===== config.mk =====
export PLATFORM = sky130hd
export DESIGN_NAME = fsm_menu_multi
export DESIGN_NICKNAME = d
export VERILOG_FILES = /design/src/rtl/fsm_menu_multi.sv
export SDC_FILE = /design/constraint.sdc
export NUM_CORES = 1
export LEC_CHECK = 0
export CAP_MARGIN = 20
export CORE_UTILIZATION = 45
export DETAILED_ROUTE_END_ITERATION = 6
export GPL_TIMING_DRIVEN = 0
export PLACE_DENSITY = 0.63
export SYNTH_ARGS = -nofsm -noshare
export SYNTH_HDL_FRONTEND = slang
export SYNTH_SLANG_ARGS = --single-unit

===== constraint.sdc =====
create_clock -name clk -period 2.76 [get_ports clk]
set_input_delay 0.276 -clock clk [delete_from_list [all_inputs] [get_ports clk]]
set_output_delay 0.276 -clock clk [all_outputs]
set_load 0.01 [all_outputs]

===== src/rtl/fsm_menu_multi.sv =====
// fsm_menu_multi: keypad-driven room/sensor menu that builds a 2-byte request frame and
// handshakes it with a local UART and an external TX engine, with timeout/retry, a back
// key and periodic auto-refresh of the selected sensor.
// Ports: clk/rst (sync, active-high); key_valid/key_col/key_back keypad events;
//   tx_done_pulse/ext_tx_done_pulse engine completions; tx_start/tx_byte1/tx_byte2 frame out;
//   sel_sala/sel_sensor current selection; menu_state FSM code; err_timeout abort pulse.
module fsm_menu_multi #(
  parameter int CLK_FREQ    = 25_000_000,
  parameter int N_SALAS     = 4,
  parameter int N_SENSORES  = 4,
  parameter int HOLDOFF_CYC = CLK_FREQ / 2,
  parameter int TIMEOUT_CYC = CLK_FREQ / 10,
  parameter int MAX_RETRY   = 3,
  parameter int AUTO_CYC    = CLK_FREQ / 2
) (
  input  logic       clk,
  input  logic       rst,
  input  logic       key_valid,
  input  logic [3:0] key_col,
  input  logic       key_back,
  input  logic       tx_done_pulse,
  input  logic       ext_tx_done_pulse,
  output logic       tx_start,
  output logic [7:0] tx_byte1,
  output logic [7:0] tx_byte2,
  output logic [3:0] sel_sala,
  output logic [3:0] sel_sensor,
  output logic [2:0] menu_state,
  output logic       err_timeout
);

  localparam logic [2:0] S_SALA    = 3'd0;
  localparam logic [2:0] S_SENSOR  = 3'd1;
  localparam logic [2:0] S_SEND    = 3'd2;
  localparam logic [2:0] S_WAIT    = 3'd3;
  localparam logic [2:0] S_MONITOR = 3'd4;

  localparam int HW = $clog2(HOLDOFF_CYC + 1);
  localparam int TW = $clog2(TIMEOUT_CYC + 1);
  localparam int AW = $clog2(AUTO_CYC + 1);
  localparam int RW = $clog2(MAX_RETRY + 1);

  localparam logic [4:0] N_SALA5 = 5'(N_SALAS);
  localparam logic [4:0] N_SENS5 = 5'(N_SENSORES);

  logic [2:0]    state;
  logic [2:0]    state_nxt;
  logic [HW-1:0] holdoff_cnt;
  logic [TW-1:0] to_cnt;
  logic [AW-1:0] auto_cnt;
  logic [RW-1:0] retry_cnt;
  logic          done_flag;
  logic          ext_done_flag;
  logic          origin_sensor;
  logic [7:0]    seq;
  logic [7:0]    byte1_q;
  logic [7:0]    byte2_q;

  logic in_range;
  logic key_acc;
  logic both_done;
  logic to_hit;
  logic auto_hit;
  logic retry_ok;
  logic abort;

  // Key decode. A simultaneous back press always discards the key, and only
  // the three menu states take keys at all.
  always_comb begin
    in_range  = (state == S_SALA) ? ({1'b0, key_col} < N_SALA5)
                                  : ({1'b0, key_col} < N_SENS5);
    key_acc   = key_valid && !key_back && (holdoff_cnt == '0) && in_range &&
                ((state == S_SALA) || (state == S_SENSOR) || (state == S_MONITOR));
    // A pulse arriving this cycle counts immediately, not only once it is sticky.
    both_done = (done_flag | tx_done_pulse) & (ext_done_flag | ext_tx_done_pulse);
    to_hit    = (to_cnt == TW'(TIMEOUT_CYC - 1));
    auto_hit  = (auto_cnt == AW'(AUTO_CYC - 1));
    retry_ok  = (retry_cnt < RW'(MAX_RETRY));
    abort     = (state == S_WAIT) && !both_done && to_hit && !retry_ok;
  end

  // State register
  always_ff @(posedge clk) begin
    if (rst) state <= S_SALA;
    else     state <= state_nxt;
  end

  // Next-state logic
  always_comb begin
    state_nxt = state;
    case (state)
      S_SALA:    if (key_acc) state_nxt = S_SEND;
      S_SENSOR: begin
        if (key_back)     state_nxt = S_SALA;
        else if (key_acc) state_nxt = S_SEND;
      end
      S_SEND:    state_nxt = S_WAIT;
      S_WAIT: begin
        if (both_done)   state_nxt = origin_sensor ? S_MONITOR : S_SENSOR;
        else if (to_hit) state_nxt = retry_ok ? S_SEND : S_SALA;
      end
      S_MONITOR: begin
        if (key_back)               state_nxt = S_SENSOR;
        else if (key_acc || auto_hit) state_nxt = S_SEND;
      end
      default:   state_nxt = S_SALA;
    endcase
  end

  // Outputs. The frame is driven live from the selection during SEND and
  // held from the captured copy afterwards.
  always_comb begin
    tx_start   = (state == S_SEND);
    tx_byte1   = (state == S_SEND) ? {sel_sensor, sel_sala} : byte1_q;
    tx_byte2   = (state == S_SEND) ? seq : byte2_q;
    menu_state = state;
  end

  // Datapath: selection, counters, handshake flags
  always_ff @(posedge clk) begin
    if (rst) begin
      holdoff_cnt   <= '0;
      to_cnt        <= '0;
      auto_cnt      <= '0;
      retry_cnt     <= '0;
      done_flag     <= 1'b0;
      ext_done_flag <= 1'b0;
      origin_sensor <= 1'b0;
      seq           <= 8'd0;
      byte1_q       <= 8'd0;
      byte2_q       <= 8'd0;
      sel_sala      <= 4'd0;
      sel_sensor    <= 4'd0;
      err_timeout   <= 1'b0;
    end else begin
      err_timeout <= abort;

      if (key_acc)                  holdoff_cnt <= HW'(HOLDOFF_CYC);
      else if (holdoff_cnt != '0)   holdoff_cnt <= holdoff_cnt - 1'b1;

      case (state)
        S_SALA: if (key_acc) begin
          sel_sala      <= key_col + 4'd1;
          sel_sensor    <= 4'd0;
          origin_sensor <= 1'b0;
        end
        S_SENSOR: begin
          if (key_back) sel_sala <= 4'd0;
          else if (key_acc) begin
            sel_sensor    <= key_col + 4'd1;
            origin_sensor <= 1'b1;
          end
        end
        S_SEND: begin
          seq           <= seq + 8'd1;
          byte1_q       <= {sel_sensor, sel_sala};
          byte2_q       <= seq;
          done_flag     <= 1'b0;
          ext_done_flag <= 1'b0;
          to_cnt        <= '0;
        end
        S_WAIT: begin
          done_flag     <= done_flag | tx_done_pulse;
          ext_done_flag <= ext_done_flag | ext_tx_done_pulse;
          to_cnt        <= to_cnt + 1'b1;
          if (both_done) retry_cnt <= '0;
          else if (to_hit) begin
            if (retry_ok) retry_cnt <= retry_cnt + 1'b1;
            else begin
              retry_cnt  <= '0;
              sel_sala   <= 4'd0;
              sel_sensor <= 4'd0;
            end
          end
        end
        S_MONITOR: begin
          if (key_back) sel_sensor <= 4'd0;
          else if (key_acc) begin
            sel_sensor    <= key_col + 4'd1;
            origin_sensor <= 1'b1;
          end
        end
        default: ;
      endcase

      // Refresh timer runs only while the FSM stays in MONITOR.
      if ((state == S_MONITOR) && (state_nxt == S_MONITOR)) auto_cnt <= auto_cnt + 1'b1;
      else                                                   auto_cnt <= '0;
    end
  end

endmodule


==> flow_summary.json <==
{
  "crit_chain": "nand2b_2 -> nor2_4 -> clkbuf_4 -> mux2_2 -> clkdlybuf4s50_1",
  "ys_warn_count": 0,
  "clock_path_buffers": 2,
  "synth-xor-area-share_pct": 8.28,
  "regToRegStartpoint": "to_cnt[0]",
  "antenna_found_initial": 0,
  "drive_above_1_share_pct": 7.59,
  "finalSetupViolCount": 0,
  "yosys.area.top_type_share_pct": 43.8,
  "yosys.area.top_type": "dfxtp_1",
  "pwr-share-clk_pct": 32.0,
  "ys_seq_area_share_pct": 43.8,
  "skew_ns": 0.0108,
  "whs_ns": 0.464,
  "rows": 38,
  "peakVddDrop_mv": 0.817,
  "synth_area_um2": 5080,
  "power_density_nw_per_um2": 777,
  "slew_violations": 0,
  "final_antenna_net_count": 0,
  "start_kind": "register",
  "grt_setup_unrepaired": "no",
  "cp.required_ns": 2.48,
  "synth.avg_cell_area_um2": 8.59,
  "arrival_ns": 2.35,
  "grt_max_degree": 19,
  "dp_hpwl_um": 8270,
  "grt_first_pass_wirelength_um": 19500,
  "p_int_mw": 3.18,
  "synth_mux_area_share_pct": 4.14,
  "hold_viol": 0,
  "synth-simple-area-share_pct": 30.2,
  "cp-end-kind": "output port",
  "fin_crit_sh_pct": 95.2,
  "clkTransAtPathRegs_ns": 0.08,
  "r2r_setup_slack_ns": 0.34,
  "cp_slowest_cell": "clkdlybuf4s50_1",
  "post_dp_cell_area_um2": 5630,
  "pre_cts_ws_ns": -0.282,
  "core_area_um2": 10900,
  "p_seq_share_pct": 41.1,
  "numCtsBuffers": 9,
  "cp_max_fo": 12,
  "grt_use_total_pct": 21.5,
  "fp.dieArea_um2": 11700,
  "synth_top_family_by_area": "simple AND/OR/NAND/NOR gates",
  "max_stage_delay_ns": 0.48,
  "pwr-share-comb_pct": 26.9,
  "maxCapViolCount": 0,
  "overflow": 0,
  "fin_util_pct": 54.9,
  "path_buf_inv": 2,
  "fillers": 1038,
  "async_reset_ff_share_pct": 0,
  "min_period_ns": 2.63,
  "hold_class": "register to register",
  "port_buffers": 38,
  "synthFlopType": "dfxtp_1",
  "final_area_um2": 6010,
  "yosys_register_bits": 111,
  "min_delay_path_depth": 2,
  "wirelength_um": 11600,
  "worstHoldStart": "retry_cnt[1]",
  "setup_slack_ns": 0.133,
  "maxSlewHeadroom_pct": 50.6,
  "fp.dieW_um": 108,
  "drt-initial-drc-count": 233,
  "grt_pass1_vias": 4090,
  "boundaryPins": 39,
  "crit_family": "buffers and inverters",
  "status": "finished, final reports clean",
  "r2r_end": "sel_sensor[2]",
  "postSynthCellCount": 591,
  "clockRootBuffer": "clkbuf_16",
  "tns_ns": 0,
  "htree_levels": 3,
  "vias_per_cell": 5.51,
  "floorplan.initialDensity_pct": 46.4,
  "swShare_pct": 31.8,
  "max_freq_mhz": 381,
  "synth_edf_count": 0,
  "synth_compound_area_share_pct": 9.39,
  "fin_nets": 658,
  "gp_congestion": 0.887,
  "drcViolationCount": 0,
  "vias": 4327,
  "worstMarginPinSlew_ns": 0.737,
  "p_leak_nw": 2.04,
  "synth_cell_types": 55,
  "cts_tree": "done",
  "synthAdderAreaFrac_pct": 1.73,
  "worstSetupPathType": "register to output port",
  "area_growth_pct": 18.3,
  "numClockSinks": 111,
  "syn-num-nets": 608,
  "clk_latency_ns": 0.36,
  "switchingPower_mw": 1.49,
  "synthTopCellsByArea": "dfxtp_1 (44%), nor2_1 (6.9%), xor2_1 (4.8%)",
  "first_pass_iters": 4,
  "ff2ff_path_depth": 6,
  "post_drt_wl_per_cell_um": 14.7,
  "fp.dieH_um": 108,
  "diodes": 0,
  "min_to": "retry_cnt[1]"
}
==> what timing repair did <==
item / 4_1_cts / 5_1_grt
gates resized for setup: 7 / 0
setup endpoints to repair: 17 / 12
pin swaps: 1 / 0
hold buffers: 0 / 0
setup buffers: 2 / 0
==> logic make-up (layout without fill, tap and decap cells) <==
kind of cell	after synthesis	after routing
buffers and inverters	31	86
flip-flops	111	111
AO/OA/AOI/OAI	75	75
multiplexers	19	19
XOR/XNOR	48	48
adder cells (fa/ha/maj)	7	7
AND/OR/NAND/NOR	300	300
==> synthesized netlist by cell type, types with 2 or more instances <==
library cell,count
a211o_1,2
a211oi_1,13
a21o_1,3
a21oi_1,28
a311oi_1,4
a31oi_1,2
and2_1,2
and3_1,6
and4_1,6
buf_1,2
buf_2,3
clkbuf_1,15
dfxtp_1,111
ha_1,7
inv_1,10
mux2_2,16
mux2i_1,3
nand2_1,52
nand2b_1,6
nand3_1,32
nand3b_1,3
nand4_1,10
nand4b_1,2
nor2_1,93
nor2b_1,20
nor3_1,23
nor3b_1,6
nor4_1,6
nor4b_1,5
o21ai_0,11
o21bai_1,2
o31ai_1,2
or2_2,2
or3_1,10
or4_1,7
xnor2_1,20
xor2_1,28
==> cell type report <==
type | instances | area, um2 | area share, %
sequential | 111 | 2220 | 37.0
multi-input combinational | 449 | 2740 | 45.6
clock buffer | 10 | 229 | 3.81
buffer | 20 | 90.1 | 1.50
tap | 140 | 175 | 2.92
timing repair buffer | 40 | 395 | 6.58
clock inverter | 6 | 118 | 1.96
inverter | 10 | 37.5 | 0.625
==> registers in the layout, indices dropped and copies added, names as in the netlist <==
register       count
auto_cnt          24
holdoff_cnt       24
to_cnt            22
byte1_q            8
byte2_q            8
seq                8
sel_sala           4
sel_sensor         4
menu_state         3
retry_cnt          2
done_flag          1
err_timeout        1
ext_done_flag      1
origin_sensor      1
==> metal layers <==
metal | vias to the layer above | global-route usage [%] | share of wire [%]
met5 | - | 0 | 0
met4 | 0 | 8.71 | 2.3
met3 | 18 | 5.91 | 5.7
met2 | 105 | 33.3 | 45
met1 | 2026 | 28.1 | 47
li1 | 2178 | - | -
==> cell usage in the layout (no fill, tap or decap), drive strengths merged, types with 13 or more instances in the layout <==
master and instances:
nand3 32, clkdlybuf4s50 38, xnor2 20, clkbuf 24, xor2 28, nor2b 20, nor3 24, dfxtp 111
nand2 52, a211oi 13, nor2 94, a21oi 28, mux2 16
==> worst max-delay path by stage <==
stage	slack [ns]	end	from	depth (start not counted)
floorplan	0.67	tx_byte2[5]	menu_state[2]	5
global placement	-0.28	tx_byte2[6]	menu_state[2]	6
detailed placement	-0.28	tx_byte2[6]	menu_state[2]	6
CTS	0.005	tx_byte2[6]	menu_state[2]	6
global route	0.01	tx_byte2[6]	menu_state[2]	5
finish	0.13	tx_byte2[6]	menu_state[2]	5
==> through the flow <==
stage          instances  power, mW
4_1_cts              787       4.71
6_report             786       4.67
3_3_place_gp         769       3.15
3_5_place_dp         769       3.19
2_1_floorplan        591       2.92
5_1_grt              786       4.98
==> power groups by stage <==
stage / Sequential, mW / Combinational (mW) / Clock [mW]
finish: 1.92 / 1.26 / 1.49
global route: 1.94 / 1.42 / 1.61
CTS: 1.92 / 1.26 / 1.54
detailed placement: 1.95 / 1.24 / 0
global placement: 1.94 / 1.21 / 0
floorplan: 1.92 / 1.00 / 0
==> tightest hold or removal path, stage by stage, from the launching register on <==
cell and delay (ns):
dfxtp_1 0.32, nand2_1 0.05, a21oi_1 0.05
Note: power is estimated with default switching activity, not from simulation.
